`src/rtl/vga_timing_gen.sv`:
```
// VGA raster timing: pixel-rate divider, x/y raster counters, and sync/blank
// outputs delayed in pixel ticks to stay aligned with the pipelined RGB path.
module vga_timing_gen #(
  parameter int HRES       = 640,
  parameter int H_FP       = 16,
  parameter int H_SYNC     = 96,
  parameter int H_BP       = 48,
  parameter int VRES       = 480,
  parameter int V_FP       = 10,
  parameter int V_SYNC     = 2,
  parameter int V_BP       = 33,
  parameter int CLK_DIV    = 2,
  parameter int SYNC_DELAY = 2,
  parameter int SYNC_POL   = 0
) (
  input  logic       clk,
  input  logic       rst,
  output logic [9:0] x,
  output logic [9:0] y,
  output logic       pix_tick,
  output logic       active,
  output logic       hsync,
  output logic       vsync,
  output logic       blank_n,
  output logic       sync_n,
  output logic       vga_clk,
  output logic       frame_start,
  output logic       line_start
);

  localparam int H_TOTAL = HRES + H_FP + H_SYNC + H_BP;
  localparam int V_TOTAL = VRES + V_FP + V_SYNC + V_BP;
  localparam int DIV_W   = $clog2(CLK_DIV);

  localparam logic [DIV_W-1:0] DIV_LAST = DIV_W'(CLK_DIV - 1);
  localparam logic [DIV_W-1:0] DIV_HALF = DIV_W'(CLK_DIV / 2);

  localparam logic [9:0] X_LAST   = 10'(H_TOTAL - 1);
  localparam logic [9:0] X_VIS    = 10'(HRES);
  localparam logic [9:0] HS_BEGIN = 10'(HRES + H_FP);
  localparam logic [9:0] HS_END   = 10'(HRES + H_FP + H_SYNC);
  localparam logic [9:0] Y_LAST   = 10'(V_TOTAL - 1);
  localparam logic [9:0] Y_VIS    = 10'(VRES);
  localparam logic [9:0] VS_BEGIN = 10'(VRES + V_FP);
  localparam logic [9:0] VS_END   = 10'(VRES + V_FP + V_SYNC);
  localparam logic       POL      = (SYNC_POL != 0);

  logic [DIV_W-1:0] div_cnt;
  logic             x_wrap;
  logic             y_wrap;
  logic             hs_raw;
  logic             vs_raw;
  logic             d_hs;
  logic             d_vs;
  logic             d_act;

  // NOTE: sequential state uses non-blocking assignments so every register
  // samples the pre-edge values of the others, independent of block order.
  always_ff @(posedge clk or posedge rst) begin
    if (rst) begin
      div_cnt <= '0;
    end else if (div_cnt == DIV_LAST) begin
      div_cnt <= '0;
    end else begin
      div_cnt <= div_cnt + DIV_W'(1);
    end
  end

  assign pix_tick = (div_cnt == DIV_LAST);
  assign vga_clk  = (div_cnt >= DIV_HALF);

  assign x_wrap = (x == X_LAST);
  assign y_wrap = (y == Y_LAST);

  always_ff @(posedge clk or posedge rst) begin
    if (rst) begin
      x <= '0;
      y <= '0;
    end else if (pix_tick) begin
      if (x_wrap) begin
        x <= '0;
        y <= y_wrap ? '0 : y + 10'd1;
      end else begin
        x <= x + 10'd1;
      end
    end
  end

  assign active = (x < X_VIS) && (y < Y_VIS);
  assign hs_raw = (x >= HS_BEGIN) && (x < HS_END);
  assign vs_raw = (y >= VS_BEGIN) && (y < VS_END);

  assign line_start  = pix_tick && x_wrap;
  assign frame_start = line_start && y_wrap;

  generate
    if (SYNC_DELAY == 0) begin : g_bypass
      assign d_hs  = hs_raw;
      assign d_vs  = vs_raw;
      // x/y are already 0 in reset, so only blanking needs forcing here.
      assign d_act = active & ~rst;
    end else begin : g_delay
      logic [SYNC_DELAY-1:0] hs_pipe;
      logic [SYNC_DELAY-1:0] vs_pipe;
      logic [SYNC_DELAY-1:0] act_pipe;

      // NOTE: this shift register is a few flops, not a RAM, so it is reset
      // like any other state; that keeps sync/blank clean out of reset.
      always_ff @(posedge clk or posedge rst) begin
        if (rst) begin
          hs_pipe  <= '0;
          vs_pipe  <= '0;
          act_pipe <= '0;
        end else if (pix_tick) begin
          hs_pipe[0]  <= hs_raw;
          vs_pipe[0]  <= vs_raw;
          act_pipe[0] <= active;
          for (int i = 1; i < SYNC_DELAY; i++) begin
            hs_pipe[i]  <= hs_pipe[i-1];
            vs_pipe[i]  <= vs_pipe[i-1];
            act_pipe[i] <= act_pipe[i-1];
          end
        end
      end

      assign d_hs  = hs_pipe[SYNC_DELAY-1];
      assign d_vs  = vs_pipe[SYNC_DELAY-1];
      assign d_act = act_pipe[SYNC_DELAY-1];
    end
  endgenerate

  // Sync level equals POL inside the window, its complement outside.
  assign hsync   = (d_hs == POL);
  assign vsync   = (d_vs == POL);
  assign blank_n = d_act;
  assign sync_n  = 1'b0;

endmodule

```
`config.mk`:
```
export PLATFORM = sky130hd
export DESIGN_NAME = vga_timing_gen
export DESIGN_NICKNAME = d
export VERILOG_FILES = /design/src/rtl/vga_timing_gen.sv
export SDC_FILE = /design/constraint.sdc
export NUM_CORES = 1
export LEC_CHECK = 0
export ABC_AREA = 1
export CORE_MARGIN = 4
export CORE_UTILIZATION = 28
export DETAILED_ROUTE_END_ITERATION = 8
export PLACE_DENSITY_LB_ADDON = 0.2
export SETUP_SLACK_MARGIN = 0.3
export SLEW_MARGIN = 20
export SYNTH_ARGS = -nofsm -noshare
export SYNTH_HDL_FRONTEND = slang
export SYNTH_SLANG_ARGS = --single-unit
```
`constraint.sdc`:
```
create_clock -name clk -period 3.32 [get_ports clk]
set_clock_uncertainty 0.05 [all_clocks]
set_input_delay 0.664 -clock clk [delete_from_list [all_inputs] [get_ports clk]]
set_output_delay 0.664 -clock clk [all_outputs]
set_load 0.01 [all_outputs]
```
### Word level (Yosys, flattened, before mapping)

Cells that the tools add are included.

| word-level totals | value |
|---|---|
| register bits after elaboration | 27 |
| output and inout bits | 29 |

| operators by class | value |
|---|---|
| add/sub/neg operators | 3 |
| order comparisons | 7 |
| eq/ne operators | 2 |
| mux-type cells | 3 |
| bitwise operators | 2 |
| reductions and logical operators | 6 |

Operators by type and width:

| operator | number |
|---|---|
| $add A10 B1 Y10 const B | 2 |
| $eq A10 B10 Y1 const B | 2 |
| $lt A10 B10 Y1 const B | 2 |
| $lt A10 B9 Y1 const B | 2 |
| $mux W10 | 2 |
| $ge A10 B10 Y1 const B | 1 |
| $ge A10 B9 Y1 const B | 1 |
| $logic_and A1 B1 Y1 | 5 |
| $not A1 Y1 | 2 |
| $reduce_and A2 Y1 | 1 |
| $add A1 B1 Y1 const B | 1 |
| $ge A1 B1 Y1 const B | 1 |
| $mux W1 | 1 |

### Depth between registers and ports, before layout

| depth | value |
|---|---|
| depth after elaboration | 3 |
| mapped depth | 9 |
| depth with buffers taken out | 9 |

### Least setup slack after synthesis

Ideal clock, no wire load.

| timing path | value |
|---|---|
| kind | reg-to-output |
| from | reg y[0] |
| to | out frame_start |
| arrival | 1263 ps |
| data required time | 2606 ps |
| setup slack | 1343 ps |
| cell stages (with the launch flop) | 7 |
| buffers on the path | 0 |
| cell sequence | dfrtp_1 > inv_1 > ha_1 > nand2_1 > nor2_1 > nand4_1 > nor2_1 |

| on the way | value |
|---|---|
| longest elaborated chain between the ends | 2 |

Ends and longest elaborated chain:

| item | RTL line | RTL |
|---|---|---|
| start, declared | 19 | `output logic [9:0] y,` |
| start signal, assigned | 82 | `y <= y_wrap ? '0 : y + 10'd1;` |
| $eq A10 B10 Y1 | 73 | `assign y_wrap = (y == Y_LAST);` |
| $logic_and A1 B1 Y1 | 94 | `assign frame_start = line_start && y_wrap;` |
| end, declared | 27 | `output logic frame_start,` |

No other way between the ends.

### Final worst setup path

| timing path | value |
|---|---|
| from | reg x[1] |
| to | out frame_start |

| on the way | value |
|---|---|
| longest elaborated chain between the ends | 3 |

Ends and longest elaborated chain:

| item | RTL line | RTL |
|---|---|---|
| start, declared | 18 | `output logic [9:0] x,` |
| start signal, assigned | 84 | `x <= x + 10'd1;` |
| $eq A10 B10 Y1 | 72 | `assign x_wrap = (x == X_LAST);` |
| $logic_and A1 B1 Y1 | 93 | `assign line_start = pix_tick && x_wrap;` |
| $logic_and A1 B1 Y1 | 94 |  |

No other way between the ends.

==> summary.txt <==
status: finished, final reports clean
Die X: 82.08 um
Storage cell area: 675.6 um^2
num ports: 31
Nets: 237
R2R cell count: 8
max_cap viols: 0
Hold Path Class: reg2reg
Peak VDD IR: 0.1712 mV
global route overflow: 0
clock slew at reported path FFs: 0.10 ns
Critical R2R Launch: x[1]
Worst EP arrival: 2.09 ns
die area: 6736 um^2
largest net degree at the start of global routing: 28
site row count: 26
drt drc: 0
Mapped Nets: 205
crit end category: output pin
share of the core filled with cells: 0.3740
Synth warnings: 0
Setup TNS Final: 0 ns
ANT cells: 0
crit path kind: reg2out
DR iter-0 viols: 32
crit path max fanout: 4
FF-to-FF setup slack: 1.59 ns
fraction of layout cells with a size suffix above 1: 0.08261
CTS buffer count: 3
synthesized cell area: 1536 um^2
via/cell ratio: 4.383
Syn Inst Count: 199
Area growth syn-to-layout: 26.71%
maximum clock frequency: 356.8 MHz
Final Hold Vio Count: 0
top cell type's share of synthesized area: 0.4397
Netlist cell types: 26
# resized after CTS: 0
CP Launch Point: x[1]
GRT Total Usage: 0.1136
unrepaired setup endpoints after global routing: false
GPL Wtd Cong: 0.8526
Final period util: 0.8442
H-tree Lvls: 1
post-cts hold buffer count: 0
reg2reg end: y[2]
WP data required: 2.61 ns
global-route wire length before repair: 5.927 mm
vias in the first global route: 1268
drt pass-1 iters: 4
core area: 5205 um^2
via count: 1315
max-slew violation count: 0
CP Capture Point: frame_start
WL per Instance: 11.62 um
top post-synthesis cells by area: dfrtp_1 44%, nand2_1 12%, inv_1 7.6%
CTS tree: done
P per Cell Area: 277.5 nW/um^2
flops & latches, synth: 27
crit start category: flop
CTS root buffer: clkbuf_8
Post CTS Setup Buffer Count: 0
post-route antenna net violation count: 0
sequential share of the synthesized area: 0.4397
CTS Sinks: 27
area taken by multi-input logic gates: 694.4 um^2
Worst-Skew Late Latency: 0.28 ns
# setup viols final: 0
clk buf depth: 2
initial antenna violation count: 0
min cycle time layout: 2.803 ns
DRT Wirelength: 3.485 mm
Die Ht: 82.08 um
leakage: 0.9012 nW
placed wire-length estimate: 2.563 mm
hold path start: g_delay.act_pipe[1]
Starting Density: 0.2952
cell taking the most area after synthesis: dfrtp_1
PortBufs: 29
WHS Path Cells: 2
Filler Cell Count: 558
syn avg cell area: 7.721 um^2
==> how the worst min path moves through the flow <==
stage | slack, ns | to
final | 0.44 | g_delay.act_pipe[1]
after global routing | 0.48 | g_delay.hs_pipe[0]
after CTS | 0.45 | g_delay.act_pipe[0]
after detailed placement | 0.42 | g_delay.act_pipe[0]
after global placement | 0.41 | g_delay.act_pipe[1]
after floorplan | 0.40 | g_delay.act_pipe[1]
==> cells in the final DEF, fill, tap and decap left out <==
master / n
nor2_4: 2
o21ai_1: 3
nor4_1: 2
conb_1: 1
nand2_2: 1
nor3_1: 3
xor2_1: 6
nand4_4: 1
inv_2: 3
nand3_1: 16
nor2_2: 1
clkbuf_8: 3
nor3_2: 1
nand4_1: 8
dfrtp_1: 27
o21ai_2: 3
nor2_1: 19
buf_4: 3
o2111ai_1: 1
ha_1: 4
a21oi_1: 1
o21ai_0: 10
nand2_1: 50
clkinvlp_4: 1
inv_1: 31
clkdlybuf4s50_1: 29
==> critical path, stage by stage, from the launching register on <==
cell and delay (ns):
dfrtp_1 0.42, ha_1 0.22, nand2_2 0.11, nor3_1 0.15, nand4_1 0.20, nor2_1 0.16, clkdlybuf4s50_1 0.55
==> synthesized netlist by cell type <==
cell / n
nand2_2: 1
ha_1: 4
o2111ai_1: 1
nor2_2: 1
inv_2: 3
nor2_4: 2
nor2_1: 19
xor2_1: 6
clkbuf_1: 1
conb_1: 1
o21ai_1: 3
buf_4: 2
o21ai_0: 10
inv_1: 31
a21oi_1: 1
buf_2: 1
nand4_4: 1
nor3_2: 1
nor3_1: 3
o21ai_2: 3
nand2_1: 50
nor4_1: 2
nand3_1: 16
dfrtp_1: 27
nand4_1: 8
buf_8: 1
==> state kept, by name, summed over array words and instances (netlist names) <==
signal,flops
g_delay.vs_pipe,2
y,10
g_delay.hs_pipe,2
pix_tick,1
x,10
g_delay.act_pipe,2
==> layer usage <==
layer | global-route usage | wire length [um] | share of wire | vias up
li1 | - | - | - | 683
met1 | 0.1588 | 1751 | 0.50 | 599
met2 | 0.1761 | 1560 | 0.45 | 29
met3 | 0.02741 | 136 | 0.039 | 4
met4 | 0.02658 | 37 | 0.011 | 0
met5 | 0 | 0 | 0 | -
==> metrics by stage <==
step | total power [mW] | hold slack (ns) | instance area [um^2] | instances | setup WS, ns
after global placement | 0.3449 | 0.4088 | 1891 | 295 | 0.7425
after CTS | 0.5480 | 0.4462 | 1939 | 299 | 0.4005
after global routing | 0.5603 | 0.4818 | 1947 | 300 | 0.3661
after floorplan | 0.3413 | 0.3993 | 1536 | 199 | 1.343
after detailed placement | 0.3448 | 0.4176 | 1891 | 295 | 0.7280
final | 0.5403 | 0.4431 | 1947 | 300 | 0.5172
==> layout make-up <==
class	count	area share
Clock buffer	3	0.02121
Clock inverter	1	0.003856
Inverter	34	0.06555
Multi-Input combinational cell	133	0.3567
Sequential cell	27	0.3470
Tap cell	70	0.04499
Timing Repair Buffer	32	0.1607
==> where the power goes <==
part / switching, mW / total [mW] / internal [mW]
sequential: 0 / 0.329 / 0.329
clock: 0.117 / 0.203 / 0.0855
combinational: 0.00699 / 0.00887 / 0.00188
==> logic make-up (layout without fill, tap and decap cells) <==
| family | count (synthesis) | after routing | share of synthesized area |
|---|---|---|---|
| simple gates | 104 | 104 | 0.3143 |
| fa+ha+maj | 4 | 4 | 0.03257 |
| flops | 27 | 27 | 0.4397 |
| xor+xnor | 6 | 6 | 0.03420 |
| compound gates | 18 | 18 | 0.06840 |
| other cells | 1 | 1 | 0.002441 |
| buf+inv | 39 | 70 | 0.1083 |
Note: power is estimated with default switching activity, not from simulation.
==> patch 1 (config.mk and constraints unchanged) <==
Register the output `active`, with the module's reset; this adds one clock of latency there. The other outputs are not delayed to match.
--- a/src/rtl/vga_timing_gen.sv
+++ b/src/rtl/vga_timing_gen.sv
@@ -47,2 +47,4 @@
 
+  logic active_d;
+
   logic [DIV_W-1:0] div_cnt;
@@ -88,3 +90,3 @@
 
-  assign active = (x < X_VIS) && (y < Y_VIS);
+  assign active_d = (x < X_VIS) && (y < Y_VIS);
   assign hs_raw = (x >= HS_BEGIN) && (x < HS_END);
@@ -100,3 +102,3 @@
       // x/y are already 0 in reset, so only blanking needs forcing here.
-      assign d_act = active & ~rst;
+      assign d_act = active_d & ~rst;
     end else begin : g_delay
@@ -116,3 +118,3 @@
           vs_pipe[0]  <= vs_raw;
-          act_pipe[0] <= active;
+          act_pipe[0] <= active_d;
           for (int i = 1; i < SYNC_DELAY; i++) begin
@@ -137,2 +139,10 @@
 
+  always_ff @(posedge clk or posedge rst) begin
+    if (rst) begin
+      active <= '0;
+    end else begin
+      active <= active_d;
+    end
+  end
+
 endmodule
Formal check against the unedited RTL: not equivalent (a bounded check fails within 4 cycles, from zero or initial values and one cycle with rst high).
==> patch 1 against the unedited design <==
Setup slack better by 36 ps. Sequential cell count increased by 1. Synthesized area grew 1.6%. Hold slack got worse by 7.9 ps. Design area increased by 2.9%. Critical endpoint is now line_start. Power grew 5.0%. Largest cell class is now flip-flops and latches. Sequential power is 4% higher. Routed wire length is 3.3% higher. Sequential share of layout area grew 0.27 points. Non-clock buffer count grew 3. Combinational power is 7.6% higher.
==> patch 1: results (changes against the unedited design) <==
Run status
  – Status: finished clean

Route
  – Final wirelength: 3600 um (+3.3%)
  – WL met2: 1610 um (+3.3%)
  – Via count: 1354 (+3.0%)
  – Routed length on met3: 178 um (+31%)
  – DRT met1 WL: 1790 um (+1.9%)
  – Initial DRC Count: 68 (+110%)

Logic synthesis
  – Synthesized Nets: 206 (+0.49%)
  – Avg Cell Area, Syn: 7.81 um^2 (+1.1%)
  – Ranking of synthesized cells by area: dfrtp_1 (45%), nand2_1 (12%), inv_1 (7.5%)
  – XOR/XNOR Fraction of Synth Area: 3.37% (-0.055 points)

Cells and area
  – Nets: 241 (+1.7%)
  – Fraction of layout instances using a drive strength above 1: 9.40% (+1.1 points)
  – FILL cells: 586 (+5.0%)

GRT
  – First-pass GRT wire length: 6140 um (+3.6%)
  – Met2 usage: 19.0% (+1.4 points)
  – Largest net degree at the start of global routing: 29 (+3.6%)
  – Met3 global-route usage: 3.25% (+0.51 points)
  – GRT Resource Usage Total: 11.8% (+0.44 points)

Power
  – Static Leak: 0.951 nW (+5.5%)

Placed design
  – Placed Instances: 296 (+0.34%)
  – Post-DP HPWL: 2610 um (+2.0%)

Critical path
  – CP max stage delay: 530 ps (-20 ps)
  – CP top delay family: buffers and inverters
  – CP endpoint: line_start
  – Critical Path AT: 2050 ps (-40 ps)

Worst hold path
  – Hold_sp: g_delay.act_pipe[0]
-- patch 1: cell count changes after synthesis --
cell     unedited run  this run
dfrtp_1            27        28
-- patch 1: layout make-up --
| cell class | instances | share of cell area (%) |
|---|---|---|
| flip-flops and latches | 28 | 35.0 |
| clock buffers | 4 | 2.75 |
| well taps | 70 | 4.37 |
| inverters | 34 | 6.37 |
| repair buffers | 35 | 16.9 |
| multi-input cells | 133 | 34.7 |
-- patch 1: power by group through the flow --
stage	sequential [mW]	combinational (mW)	clock, mW
5_1_grt	0.341	0.0115	0.239
3_5_place_dp	0.347	0.0102	0
3_3_place_gp	0.347	0.0100	0
6_report	0.341	0.00954	0.217
4_1_cts	0.341	0.0101	0.227
2_1_floorplan	0.347	0.00642	0
-- patch 1: repair_timing --
| action | in CTS | in global routing |
|---|---|---|
| endpoints found under the setup margin | 0 | 1 |
| buffers inserted | 0 | 4 |
| resized for setup | 0 | 1 |
==> patch 2 (same flow settings) <==
Made on the original files. Change the parameter `SYNC_POL` from 0 to 1.
--- a/src/rtl/vga_timing_gen.sv
+++ b/src/rtl/vga_timing_gen.sv
@@ -13,3 +13,3 @@
   parameter int SYNC_DELAY = 2,
-  parameter int SYNC_POL   = 0
+  parameter int SYNC_POL   = 1
 ) (
Check against the original RTL: not equivalent (Yosys sat finds a counterexample within 4 cycles, from zero or initial values and one cycle with rst high).
==> patch 2 against the unedited design <==
Sequential share of layout area shrank 0.93 points. Sequential cell count unchanged. Core utilization decreased by 1.3 points. Combinational power up 4.7%. First-iteration DRC count increased by 100%. Power fell by 1.0%. Clock power is 3% lower. Maximum frequency rose by 1.7%. Global-route usage down 0.36 points. Design area rose by 2.8%. Synthesized area is 4.4% higher. Setup slack improved by 46 ps. Routed wire length increased by 4.8%. Non-clock buffer count shrank 1. Largest cell class unchanged. Largest power group unchanged. Highest routed layer unchanged.
==> patch 2: results (changes against the unedited design) <==
Power
  – Pint: 417 uW (+0.19%)
  – IR drop worst, VDD: 0.000131 V (-24%)
  – Static Leak: 0.974 nW (+8.0%)
  – Pwr Density: 267 nW/um^2 (-3.7%)

Cells and area
  – Layout area overhead: 24.7%
  – Ant diodes: 0 (unchanged)
  – Biggest regs: x: 10 flops, y: 10 flops
  – Nets: 248 (+4.6%)
  – FILL cells: 621 (+11%)
  – Fraction of layout instances using a drive strength above 1: 9.96% (+1.7 points)

CTS
  – Worst-Skew Late Latency: 280 ps (about the same)
  – Post-CTS Setup Bufs: 0 (unchanged)
  – Root buf cell: clkbuf_8
  – Clk buf depth: 2 (unchanged)
  – Worst-path clk slew: 100 ps (about the same)

GRT
  – First-pass GRT wire length: 6360 um (+7.3%)
  – Largest net degree at the start of global routing: 28 (unchanged)
  – GRT Resource Usage Total: 11.0% (-0.36 points)
  – Vias in the first global route: 1393 (+9.9%)
  – Initial antenna violation count: 0 (unchanged)

Route
  – Via density per instance: 4.39 (+0.15%)
  – DRT Pass-1 Iters: 4 (unchanged)
  – Final wirelength: 3650 um (+4.8%)
  – Initial DRC Count: 64 (+100%)
  – DR WL/cell: 11.7 um (+0.49%)

Logic synthesis
  – Post-synthesis compound-gate area fraction: 5.93% (-0.91 points)
  – Post-Synth Adder-Cell Area: 3.12% (-0.14 points)
  – Count of warnings emitted by yosys: 0 (unchanged)
  – Commonest cells in the netlist: nand2_1 (59), inv_1 (30), dfrtp_1 (27)
  – XOR/XNOR Fraction of Synth Area: 3.82% (+0.40 points)
  – Synthesized Nets: 218 (+6.3%)
  – Top_reg_cell synth: dfrtp_1
  – Synth unique cells: 29 (+12%)
  – Ranking of synthesized cells by area: dfrtp_1 (42%), nand2_1 (14%), inv_1 (7.0%)
  – Avg Cell Area, Syn: 7.57 um^2 (-2.0%)
  – Sequential area share after synthesis: 42.1% (-1.9 points)

Critical path
  – R2R depth: 7 (-1)
  – R2r endpoint: y[7]
  – Slowest library cell on the worst path: clkdlybuf4s50_1
  – CP max stage delay: 520 ps (-30 ps)
  – Crit Path Max Fanout: 6 (+2)
  – Flop-to-flop setup slack: 1800 ps (+210 ps)
  – FF-to-FF Start: x[1]
  – Critical Path AT: 2040 ps (-50 ps)

Worst hold path
  – Hold WC Path Type: flop to flop
  – Hold_sp: g_delay.hs_pipe[1]
  – Hold Path Sink: g_delay.hs_pipe[1]

Placed design
  – Placed Instances: 309 (+4.7%)
  – Place WS: 853 ps (+125 ps)
  – DP Area: 1960 um^2 (+3.4%)
  – Final Wtd Congestion: 0.805 (-5.6%)
  – Post-DP HPWL: 2740 um (+7.1%)

Timing
  – Hold Slack: 427 ps (-15.6 ps)

Run status
  – Status: finished clean
## patch 2: layout make-up
class                           instances  share of cell area [%]
Inverter                               34                    6.38
Multi-Input combinational cell        145                    37.8
Timing Repair Buffer                   31                    15.3
Clock buffer                            4                    2.25
Tap cell                               72                    4.50
Sequential cell                        27                    33.8
## patch 2: worst max path at each step
stage,to,start,slack [ps]
after global placement,frame_start,x[1],870
final,frame_start,x[1],560
after CTS,frame_start,x[1],520
after floorplan,frame_start,x[1],1360
after global routing,frame_start,x[1],350
after detailed placement,frame_start,x[1],850
## patch 2: kinds of logic after synthesis
group	after synthesis
xor gates and xnor gates	7
DFF	27
AOI/OAI and AO/OA	15
other	1
buffers and inverters	40
and+or+nand+nor	118
adders and majority gates	4
## patch 2: per-layer routing
metal	wire [um]	up-vias	part of all wire, %	global-route usage, %
li1	-	717	-	-
met5	0	-	0	0
met3	141	4	3.9	3.06
met1	1740	630	48	13.4
met4	36	0	0.99	3.07
met2	1740	23	48	18.9
## patch 2: power groups by stage
stage | Combinational (mW) | Sequential (mW) | Clock (mW)
CTS | 0.0101 | 0.329 | 0.207
global route | 0.0113 | 0.329 | 0.219
finish | 0.00929 | 0.329 | 0.197
detailed placement | 0.0100 | 0.335 | 0
floorplan | 0.00624 | 0.335 | 0
global placement | 0.00997 | 0.335 | 0
## patch 2: worst max-delay path, delay by kind of cell (launching register included)
kind,cells,cell delay (ps)
buf+inv,3,680
fa+ha+maj,1,220
simple gates,4,470
flops,1,400
